<file path="config.mk">
export PLATFORM = sky130hd
export DESIGN_NAME = cms_frame_packer_flat
export DESIGN_NICKNAME = d
export VERILOG_FILES = /design/src/rtl/cms_frame_packer_if.sv /design/src/rtl/cms_frame_packer.sv /design/src/flat_wrapper.sv
export SDC_FILE = /design/constraint.sdc
export NUM_CORES = 1
export LEC_CHECK = 0
export CORE_MARGIN = 10
export CORE_UTILIZATION = 25
export DETAILED_ROUTE_END_ITERATION = 16
export GPL_TIMING_DRIVEN = 0
export SYNTH_ARGS = -nofsm -noshare
export SYNTH_HDL_FRONTEND = slang
export SYNTH_SLANG_ARGS = --single-unit
</file>
<file path="constraint.sdc">
create_clock -name clk -period 5 [get_ports clk]
set_clock_uncertainty 0.05 [all_clocks]
set_input_delay 1 -clock clk [delete_from_list [all_inputs] [get_ports clk]]
set_output_delay 1 -clock clk [all_outputs]
set_load 0.02 [all_outputs]
</file>
<file path="src/rtl/cms_frame_packer_if.sv">
// Byte-capture to word-consumer bus for cms_frame_packer.
// master = packer side, slave = capture stage / consumer side.
interface cms_frame_packer_if #(
    parameter int unsigned FIFO_DEPTH = 8
);
    localparam int unsigned LVL_W = $clog2(FIFO_DEPTH) + 1;

    logic [7:0]       byte_i;
    logic             byte_valid_i;
    logic             frame_done_i;
    logic             frame_err_i;
    logic [15:0]      word_o;
    logic             word_last_o;
    logic             word_valid_o;
    logic             word_ready_i;
    logic             overflow_o;
    logic             frame_abort_o;
    logic [LVL_W-1:0] fifo_level_o;

    modport master (
        input  byte_i, byte_valid_i, frame_done_i, frame_err_i, word_ready_i,
        output word_o, word_last_o, word_valid_o, overflow_o, frame_abort_o, fifo_level_o
    );

    modport slave (
        output byte_i, byte_valid_i, frame_done_i, frame_err_i, word_ready_i,
        input  word_o, word_last_o, word_valid_o, overflow_o, frame_abort_o, fifo_level_o
    );
endinterface

</file>
<file path="src/rtl/cms_frame_packer.sv">
// Packs captured bytes big-endian into 16-bit words with a frame-last flag, buffered in a show-ahead FIFO.
// Optional frame trailer {8'hC5, byte sum} enabled by defining CMS_PACK_CHECKSUM_EN.
module cms_frame_packer #(
    parameter int unsigned FIFO_DEPTH = 8
) (
    input  logic                   clk,
    input  logic                   rst_n,
    cms_frame_packer_if.master     bus
);
    localparam int unsigned PTR_W = $clog2(FIFO_DEPTH);
    localparam int unsigned LVL_W = PTR_W + 1;
    localparam int unsigned ENT_W = 17;

    typedef enum logic [2:0] {
        S_HI    = 3'd0,
        S_LO    = 3'd1,
        S_PAD   = 3'd2,
        S_FLUSH = 3'd3
`ifdef CMS_PACK_CHECKSUM_EN
        , S_TRAIL = 3'd4
`endif
    } state_t;

    state_t             r_state, w_state_nxt;
    logic [7:0]         r_hi, w_hi_nxt;
    logic [15:0]        r_pend, w_pend_nxt;
    logic               r_pend_vld, w_pend_vld_nxt;
    logic               r_done_d, r_err_d;
    logic               r_abort, w_abort_nxt;
    logic               w_done_rise, w_err_rise;
    logic               w_push, w_push_last;
    logic [15:0]        w_push_word;
`ifdef CMS_PACK_CHECKSUM_EN
    logic [7:0]         r_sum, w_sum_nxt;
`endif

    logic [ENT_W-1:0]   r_mem [FIFO_DEPTH];
    logic [PTR_W-1:0]   r_wr_ptr, r_rd_ptr;
    logic [LVL_W-1:0]   r_level;
    logic               r_overflow;
    logic               w_full, w_empty, w_pop, w_wr;

    assign w_done_rise = bus.frame_done_i & ~r_done_d;
    assign w_err_rise  = bus.frame_err_i & ~r_err_d;

    // Packing FSM: next state, pending word and push request
    always_comb begin
        w_state_nxt    = r_state;
        w_hi_nxt       = r_hi;
        w_pend_nxt     = r_pend;
        w_pend_vld_nxt = r_pend_vld;
        w_abort_nxt    = 1'b0;
        w_push         = 1'b0;
        w_push_word    = r_pend;
        w_push_last    = 1'b0;
`ifdef CMS_PACK_CHECKSUM_EN
        w_sum_nxt      = r_sum;
`endif
        if (w_err_rise) begin
            // Abort wins over a simultaneous frame_done; FIFO contents survive
            w_state_nxt    = S_HI;
            w_hi_nxt       = 8'h00;
            w_pend_nxt     = 16'h0000;
            w_pend_vld_nxt = 1'b0;
            w_abort_nxt    = 1'b1;
`ifdef CMS_PACK_CHECKSUM_EN
            w_sum_nxt      = 8'h00;
`endif
        end else begin
            case (r_state)
                S_HI: begin
                    if (bus.byte_valid_i) begin
                        w_hi_nxt    = bus.byte_i;
                        w_state_nxt = S_LO;
`ifdef CMS_PACK_CHECKSUM_EN
                        w_sum_nxt   = r_sum + bus.byte_i;
`endif
                    end else if (w_done_rise) begin
                        w_state_nxt = S_FLUSH;
                    end
                end
                S_LO: begin
                    if (bus.byte_valid_i) begin
                        w_push         = r_pend_vld;
                        w_pend_nxt     = {r_hi, bus.byte_i};
                        w_pend_vld_nxt = 1'b1;
                        w_state_nxt    = S_HI;
`ifdef CMS_PACK_CHECKSUM_EN
                        w_sum_nxt      = r_sum + bus.byte_i;
`endif
                    end else if (w_done_rise) begin
                        w_state_nxt = S_PAD;
                    end
                end
                S_PAD: begin
                    w_push         = r_pend_vld;
                    w_pend_nxt     = {r_hi, 8'h00};
                    w_pend_vld_nxt = 1'b1;
                    w_state_nxt    = S_FLUSH;
                end
                S_FLUSH: begin
                    w_push         = r_pend_vld;
                    w_pend_nxt     = 16'h0000;
                    w_pend_vld_nxt = 1'b0;
`ifdef CMS_PACK_CHECKSUM_EN
                    w_push_last    = 1'b0;
                    w_state_nxt    = S_TRAIL;
`else
                    w_push_last    = 1'b1;
                    w_state_nxt    = S_HI;
`endif
                end
`ifdef CMS_PACK_CHECKSUM_EN
                S_TRAIL: begin
                    w_push      = 1'b1;
                    w_push_word = {8'hC5, r_sum};
                    w_push_last = 1'b1;
                    w_sum_nxt   = 8'h00;
                    w_state_nxt = S_HI;
                end
`endif
                default: w_state_nxt = S_HI;
            endcase
        end
    end

    always_ff @(posedge clk or negedge rst_n) begin
        if (!rst_n) begin
            r_state    <= S_HI;
            r_hi       <= 8'h00;
            r_pend     <= 16'h0000;
            r_pend_vld <= 1'b0;
            r_done_d   <= 1'b0;
            r_err_d    <= 1'b0;
            r_abort    <= 1'b0;
`ifdef CMS_PACK_CHECKSUM_EN
            r_sum      <= 8'h00;
`endif
        end else begin
            r_state    <= w_state_nxt;
            r_hi       <= w_hi_nxt;
            r_pend     <= w_pend_nxt;
            r_pend_vld <= w_pend_vld_nxt;
            r_done_d   <= bus.frame_done_i;
            r_err_d    <= bus.frame_err_i;
            r_abort    <= w_abort_nxt;
`ifdef CMS_PACK_CHECKSUM_EN
            r_sum      <= w_sum_nxt;
`endif
        end
    end

    // Show-ahead FIFO; a push into a full FIFO only lands if a pop frees the slot
    assign w_empty = (r_level == LVL_W'(0));
    assign w_full  = (r_level == LVL_W'(FIFO_DEPTH));
    assign w_pop   = ~w_empty & bus.word_ready_i;
    assign w_wr    = w_push & (~w_full | w_pop);

    always_ff @(posedge clk or negedge rst_n) begin
        if (!rst_n) begin
            for (int i = 0; i < int'(FIFO_DEPTH); i++) begin
                r_mem[i] <= '0;
            end
            r_wr_ptr   <= '0;
            r_rd_ptr   <= '0;
            r_level    <= '0;
            r_overflow <= 1'b0;
        end else begin
            if (w_wr) begin
                r_mem[r_wr_ptr] <= {w_push_last, w_push_word};
                r_wr_ptr        <= r_wr_ptr + PTR_W'(1);
            end
            if (w_pop) begin
                r_rd_ptr <= r_rd_ptr + PTR_W'(1);
            end
            case ({w_wr, w_pop})
                2'b10:   r_level <= r_level + LVL_W'(1);
                2'b01:   r_level <= r_level - LVL_W'(1);
                default: r_level <= r_level;
            endcase
            if (w_push && w_full && !w_pop) begin
                r_overflow <= 1'b1;
            end
        end
    end

    assign bus.word_o        = r_mem[r_rd_ptr][15:0];
    assign bus.word_last_o   = r_mem[r_rd_ptr][16];
    assign bus.word_valid_o  = ~w_empty;
    assign bus.overflow_o    = r_overflow;
    assign bus.frame_abort_o = r_abort;
    assign bus.fifo_level_o  = r_level;
endmodule

</file>
<file path="src/flat_wrapper.sv">
// flat-port wrapper written by rule: the top's interface ports become plain ports
module cms_frame_packer_flat 
#(
    parameter int unsigned FIFO_DEPTH = 8
)
  (clk, rst_n, bus_byte_i, bus_byte_valid_i, bus_frame_done_i, bus_frame_err_i, bus_word_ready_i, bus_word_o, bus_word_last_o, bus_word_valid_o, bus_overflow_o, bus_frame_abort_o, bus_fifo_level_o);
  cms_frame_packer_if #(.FIFO_DEPTH(FIFO_DEPTH)) bus_i ();
  input  logic clk;
  input  logic rst_n;
  input wire logic [$bits(bus_i.byte_i)-1:0] bus_byte_i;
  input wire logic [$bits(bus_i.byte_valid_i)-1:0] bus_byte_valid_i;
  input wire logic [$bits(bus_i.frame_done_i)-1:0] bus_frame_done_i;
  input wire logic [$bits(bus_i.frame_err_i)-1:0] bus_frame_err_i;
  input wire logic [$bits(bus_i.word_ready_i)-1:0] bus_word_ready_i;
  output wire logic [$bits(bus_i.word_o)-1:0] bus_word_o;
  output wire logic [$bits(bus_i.word_last_o)-1:0] bus_word_last_o;
  output wire logic [$bits(bus_i.word_valid_o)-1:0] bus_word_valid_o;
  output wire logic [$bits(bus_i.overflow_o)-1:0] bus_overflow_o;
  output wire logic [$bits(bus_i.frame_abort_o)-1:0] bus_frame_abort_o;
  output wire logic [$bits(bus_i.fifo_level_o)-1:0] bus_fifo_level_o;
  assign bus_i.byte_i = bus_byte_i;
  assign bus_i.byte_valid_i = bus_byte_valid_i;
  assign bus_i.frame_done_i = bus_frame_done_i;
  assign bus_i.frame_err_i = bus_frame_err_i;
  assign bus_i.word_ready_i = bus_word_ready_i;
  assign bus_word_o = bus_i.word_o;
  assign bus_word_last_o = bus_i.word_last_o;
  assign bus_word_valid_o = bus_i.word_valid_o;
  assign bus_overflow_o = bus_i.overflow_o;
  assign bus_frame_abort_o = bus_i.frame_abort_o;
  assign bus_fifo_level_o = bus_i.fifo_level_o;
  cms_frame_packer #(.FIFO_DEPTH(FIFO_DEPTH)) u_core (.clk(clk), .rst_n(rst_n), .bus(bus_i));
endmodule
</file>
* After elaboration in Yosys (flattened, before gate mapping)
Index checks and enable logic that the tools add are counted. W data, S select, Z words.
Operators by class: add/sub/neg operators 4, magnitude comparators 3, eq/ne operators 9, multiplexer cells 28, bitwise logic cells 11, reductions and logical operators 14
Operators with widths (number):
- $bwmux W136 | 1
- $bmux W17 S3 | 1
- $demux W17 S3 | 1
- $mux W17 | 3
- $pmux W16 S3 | 1
- $mux W16 | 2
- $mux W8 | 3
- $mux W3 | 5
- $pmux W3 S3 | 1
- $ge A4 B4 Y1 const B | 2
- $ne A4 B2 Y1 const B | 2
- $not A3 Y4 | 2
- $pmux W4 S2 | 1
- $mux W1 | 7
- $add A3 B1 Y3 const B | 2
- $eq A3 B2 Y1 const B | 2
- $reduce_and A2 Y1 | 3
- $reduce_bool A2 Y1 | 3
- $add A4 B1 Y4 const B | 1
- $and A1 B1 Y1 | 4
- $eq A4 B4 Y1 const B | 1
- $logic_not A4 Y1 | 1
- $lt A4 B1 Y1 const B | 1
- $not A1 Y1 | 4
- 13 further kinds | 15
Word-level totals: flip-flop bits (word level) 178, input port bits 14, logic and storage cells 88

* Longest topological paths before layout
word-level depth 7, mapped depth 11

* Worst setup path after synthesis
Ideal clock, no wire load.
path type input port to flip-flop, start in bus_byte_valid_i, end reg u_core.r_level[2] (netlist: u_core.bus.fifo_level_o[2]), library setup time 0.135 ns, arrival time 2.690 ns, slack 2.126 ns, stages on the path 11, buffers on the path 1, path through a21o_2 and3_1 buf_4 nand2_1 ha_1 xor2_1 ha_1 a21oi_1 xor2_1 nor2_1 xor2_1
Between the ends: longest elaborated chain between the ends 6
Ends and longest elaborated chain:
- from (decl) | line flat_wrapper.sv:11 | input wire logic [$bits(bus_i.byte_valid_i)-1:0] bus_byte_valid_i;
- $mux W1 * | line cms_frame_packer.sv:83 | if (bus.byte_valid_i) begin
- $pmux W1 S2 * | line cms_frame_packer.sv:70 | case (r_state)
- $mux W1 * | line cms_frame_packer.sv:59 | if (w_err_rise) begin
- $and A1 B1 Y1 * | line cms_frame_packer.sv:157 | assign w_wr = w_push & (~w_full | w_pop);
- $eq A2 B1 Y1 / $eq A2 B2 Y1 (equally long branches) | line cms_frame_packer.sv:176 | case ({w_wr, w_pop})
- $pmux W4 S2 / $reduce_bool A2 Y1 (equally long branches)
- to (signal assigned) | line cms_frame_packer.sv:177 | 2'b10: r_level <= r_level + LVL_W'(1);
- to (signal assigned) | line cms_frame_packer.sv:178 | 2'b01: r_level <= r_level - LVL_W'(1);
- to (signal assigned) | line cms_frame_packer.sv:179 | default: r_level <= r_level;
- to (decl) | line cms_frame_packer.sv:39 | logic [LVL_W-1:0] r_level;
Mark *: on every way between the ends. The rest lies on a longest branch, timed or not. A chain may end at the register's enable or synchronous reset.

* Worst setup path in the final report
start reg u_core.r_rd_ptr[1], end out bus_word_o[15]
Between the ends: longest elaborated chain between the ends 4
Ends and longest elaborated chain:
- from (decl) | line cms_frame_packer.sv:38 | logic [PTR_W-1:0] r_wr_ptr, r_rd_ptr;
- from (signal assigned) | line cms_frame_packer.sv:174 | r_rd_ptr <= r_rd_ptr + PTR_W'(1);
- $not A3 Y4 (implied by the code) | line cms_frame_packer.sv:187 | assign bus.word_o = r_mem[r_rd_ptr][15:0];
- $bmux W17 S3 | line cms_frame_packer.sv:187
- $mux W17 (implied by the code) (2 in series) | line cms_frame_packer.sv:187
- to (decl) | line flat_wrapper.sv:15 | output wire logic [$bits(bus_i.word_o)-1:0] bus_word_o;
No other way between the ends. The select of a mux whose other input is x is not followed.

==> run_results.csv <==
group,metric,value,unit
cells_and_area,final_nets,571,
critical_path,worst_setup_path_start_kind,"register",
flow_run,maxCapViolations,0,
cells_and_area,multi_input_area,3330,um^2
floorplan,fp.dieH,198,um
floorplan,start_util,25.2,%
cts,htree_levels,4,
synth,yosysUniqueCellTypes,39,
synth,synth-edff-count,0,
cells_and_area,n_antenna_cell,0,
critical_path,startpoint,"u_core.r_rd_ptr[1]",
floorplan,ios,38,
outcome,status,"completed",
critical_path,crit_path_max_incr_delay,0.67,ns
floorplan,design.die.area,39200,um^2
synth,async_flop_share,100,%
synth,netlist_instances,495,
placed_design,hpwl,11700,um
cts,clock_sinks,177,
critical_path,crit_chain,"clkbuf_1, clkbuf_1, mux4_2, mux2_2, clkdlybuf4s50_1",
placed_design,port_buffers,37,
floorplan,die_x,198,um
routing,firstDrtPassIters,5,
global_routing,grt_max_degree,121,
sta,finalHoldViolCount,0,
sta,slew_viol_final,0,
cts,clock_latency,0.42,ns
global_routing,grt_remaining_overflow,0,
cts,cts.clk_slew.worst_paths,0.06,ns
cells_and_area,fillers,3150,
synth,yosysMostFrequentCell,"dfrtp_1",
floorplan,core_region_area,31400,um^2
cts,ctsRootBufferMaster,"clkbuf_16",
placed_design,place.gp.congestion,0.713,
routing,vias,4353,
min_path,min_delay_path_depth,1,
sta,fmax,237,MHz
cts,cts_buffers,17,
pwr,ir_drop,0.280,mV
synth,synth.area.top_cells,"dfrtp_1, mux2_2, mux4_2, a22o_1, mux2i_1",
min_path,min_from,"u_core.bus.overflow_o",
synth,ys.flop_type,"dfrtp_1",
critical_path,path_common_cell,"clkbuf_1",
pwr,power_density,516,nW/um^2
sta,fin_crit_sh,84.2,%
critical_path,arrival,3.16,ns
cts,post_cts_resized,0,
routing,finalWirelength,17100,um
pwr,leakage,4.35,nW
synth,synth_area_per_cell,16.0,um^2
sta,rsz0062_at_grt,"false",
sta,whs,0.411,ns
floorplan,rows,65,
cts,cts_setup_buffers,0,
sta,setup_viol,0,
cells_and_area,drive_gt1_share,43.7,%
critical_path,crit_required,3.95,ns
critical_path,crit_family,"buffers and inverters",
routing,viasPerCell,4.50,
min_path,worst_hold_path_type,"register to register",
critical_path,critPathCaptureType,"primary output",
cts,cts.path.max_buffers,2,
routing,postRouteAntennaNets,0,
global_routing,grt_use_total,9.20,%
cells_and_area,postLayoutCoreUtil,30.2,%
synth,synth_area_leader_cell,"dfrtp_1",
cells_and_area,seqCellArea,4430,um^2
synth,ys_seq_area_share,55.9,%
routing,detail_route.wl_per_cell,17.7,um
synth,synth_common_cells,"dfrtp_1, mux2_2, mux4_2",
synth,synth_top_area_share,55.9,%
synth,synth_area,7920,um^2
cts,tritoncts,"done",
critical_path,crit_fanout,10,
synth,syn-num-nets,514,
sta,tightest_slew,0.811,ns
routing,drtIter0Drc,241,
sta,timing.final.crit_period,4.21,ns
critical_path,critPathKind,"register to primary output",
global_routing,grt_pass1_vias,4709,
critical_path,path_depth,5,
cells_and_area,synthToLayoutAreaGrowth,19.8,%
critical_path,ff2ff_path_depth,8,
global_routing,antenna_found_initial,0,
cts,cts_hold_buf,0,
synth,ys_ff_latch,177,
global_routing,grt_pass1_wl,27700,um
sta,maxSlewHeadroom,45.5,%
critical_path,crit_slowest_cell,"clkbuf_1",
routing,drc,0,
critical_path,regToRegStartpoint,"u_core.bus.fifo_level_o[1]",
critical_path,path_buf_inv,3,
synth,yosys_warnings,0,
==> per-stage QoR <==
stage,setup slack (ns),instance area [um^2],total power [W],TNS (ns),cells
2_1_floorplan,2.13,7920,0.00297,0,495
3_3_place_gp,-4.76,8800,0.00345,-841.13,934
3_5_place_dp,1.19,8830,0.00348,0,935
4_1_cts,0.722,9490,0.00497,0,967
5_1_grt,0.660,9490,0.00518,0,967
6_report,0.789,9490,0.00490,0,967
==> kinds of logic after synthesis <==
logic type	Yosys count	share of synthesized area, %
AND/OR/NAND/NOR	52	4.93
XOR/XNOR	10	1.11
flip-flops	177	55.9
AO/OA/AOI/OAI	23	2.37
adder cells (fa/ha/maj)	5	0.790
multiplexers	198	32.8
buffers and inverters	30	2.05
==> layer usage <==
| layer | share of wire [%] | global-route usage [%] |
|---|---|---|
| met4 | 1.4 | 2.90 |
| met5 | 0 | 0 |
| met3 | 2.8 | 2.26 |
| met1 | 49 | 12.3 |
| met2 | 46 | 14.3 |
==> layout make-up <==
type	instances	area share [%]
clock buffers	19	4.77
clock inverters	13	2.19
inverters	2	0.0791
repair buffers	38	4.25
plain buffers	28	1.64
well taps	402	5.30
flip-flops and latches	177	46.7
multi-input cells	288	35.1
==> sequential cells by signal, summed over array words and instances, names as in the netlist <==
name	cells
u_core.bus.fifo_level_o	4
u_core.r_done_d	1
u_core.r_state	2
u_core.r_mem	136
u_core.r_hi	8
u_core.r_pend	16
u_core.r_rd_ptr	3
u_core.r_wr_ptr	3
u_core.bus.overflow_o	1
u_core.bus.frame_abort_o	1
u_core.r_pend_vld	1
u_core.r_err_d	1
==> report_power, final <==
part           switching, W  internal (W)  leakage (nW)  total (W)
sequential         0.000249       0.00176          2.41    0.00201
combinational      0.000678      0.000728          1.61    0.00141
clock              0.000568      0.000915         0.323    0.00148
total               0.00149       0.00340          4.35    0.00490
==> worst paths after layout <==
check / slack (ns) / to
worst max register to register: 2.32 / u_core.bus.fifo_level_o[3]
worst min-delay path: 0.41 / u_core.bus.overflow_o
worst max-delay path: 0.79 / bus_word_o[15]
max in group asynchronous: 3.52 / u_core.r_mem[16]
min in group asynchronous: 0.45 / u_core.r_mem[111]
worst min register to register: 0.41 / u_core.bus.overflow_o
==> layout by cell type (no fill, tap or decap), drive strengths merged, types with 2 or more instances in the layout <==
| cell type | synthesis | layout |
|---|---|---|
| a21o | 3 | 3 |
| a21oi | 3 | 3 |
| a22o | 16 | 16 |
| and3 | 2 | 2 |
| buf | 18 | 20 |
| bufinv | 0 | 5 |
| clkbuf | 10 | 29 |
| clkdlybuf4s50 | 0 | 36 |
| clkinv | 0 | 6 |
| dfrtp | 177 | 177 |
| ha | 5 | 5 |
| inv | 2 | 3 |
| mux2 | 156 | 156 |
| mux2i | 8 | 8 |
| mux4 | 34 | 34 |
| nand2 | 4 | 4 |
| nand2b | 3 | 3 |
| nand3 | 7 | 7 |
| nand3b | 5 | 5 |
| nor2 | 13 | 13 |
| nor3 | 6 | 6 |
| nor3b | 3 | 3 |
| nor4 | 2 | 2 |
| xnor2 | 6 | 6 |
| xor2 | 4 | 4 |
(Power assumes the default switching activity.)
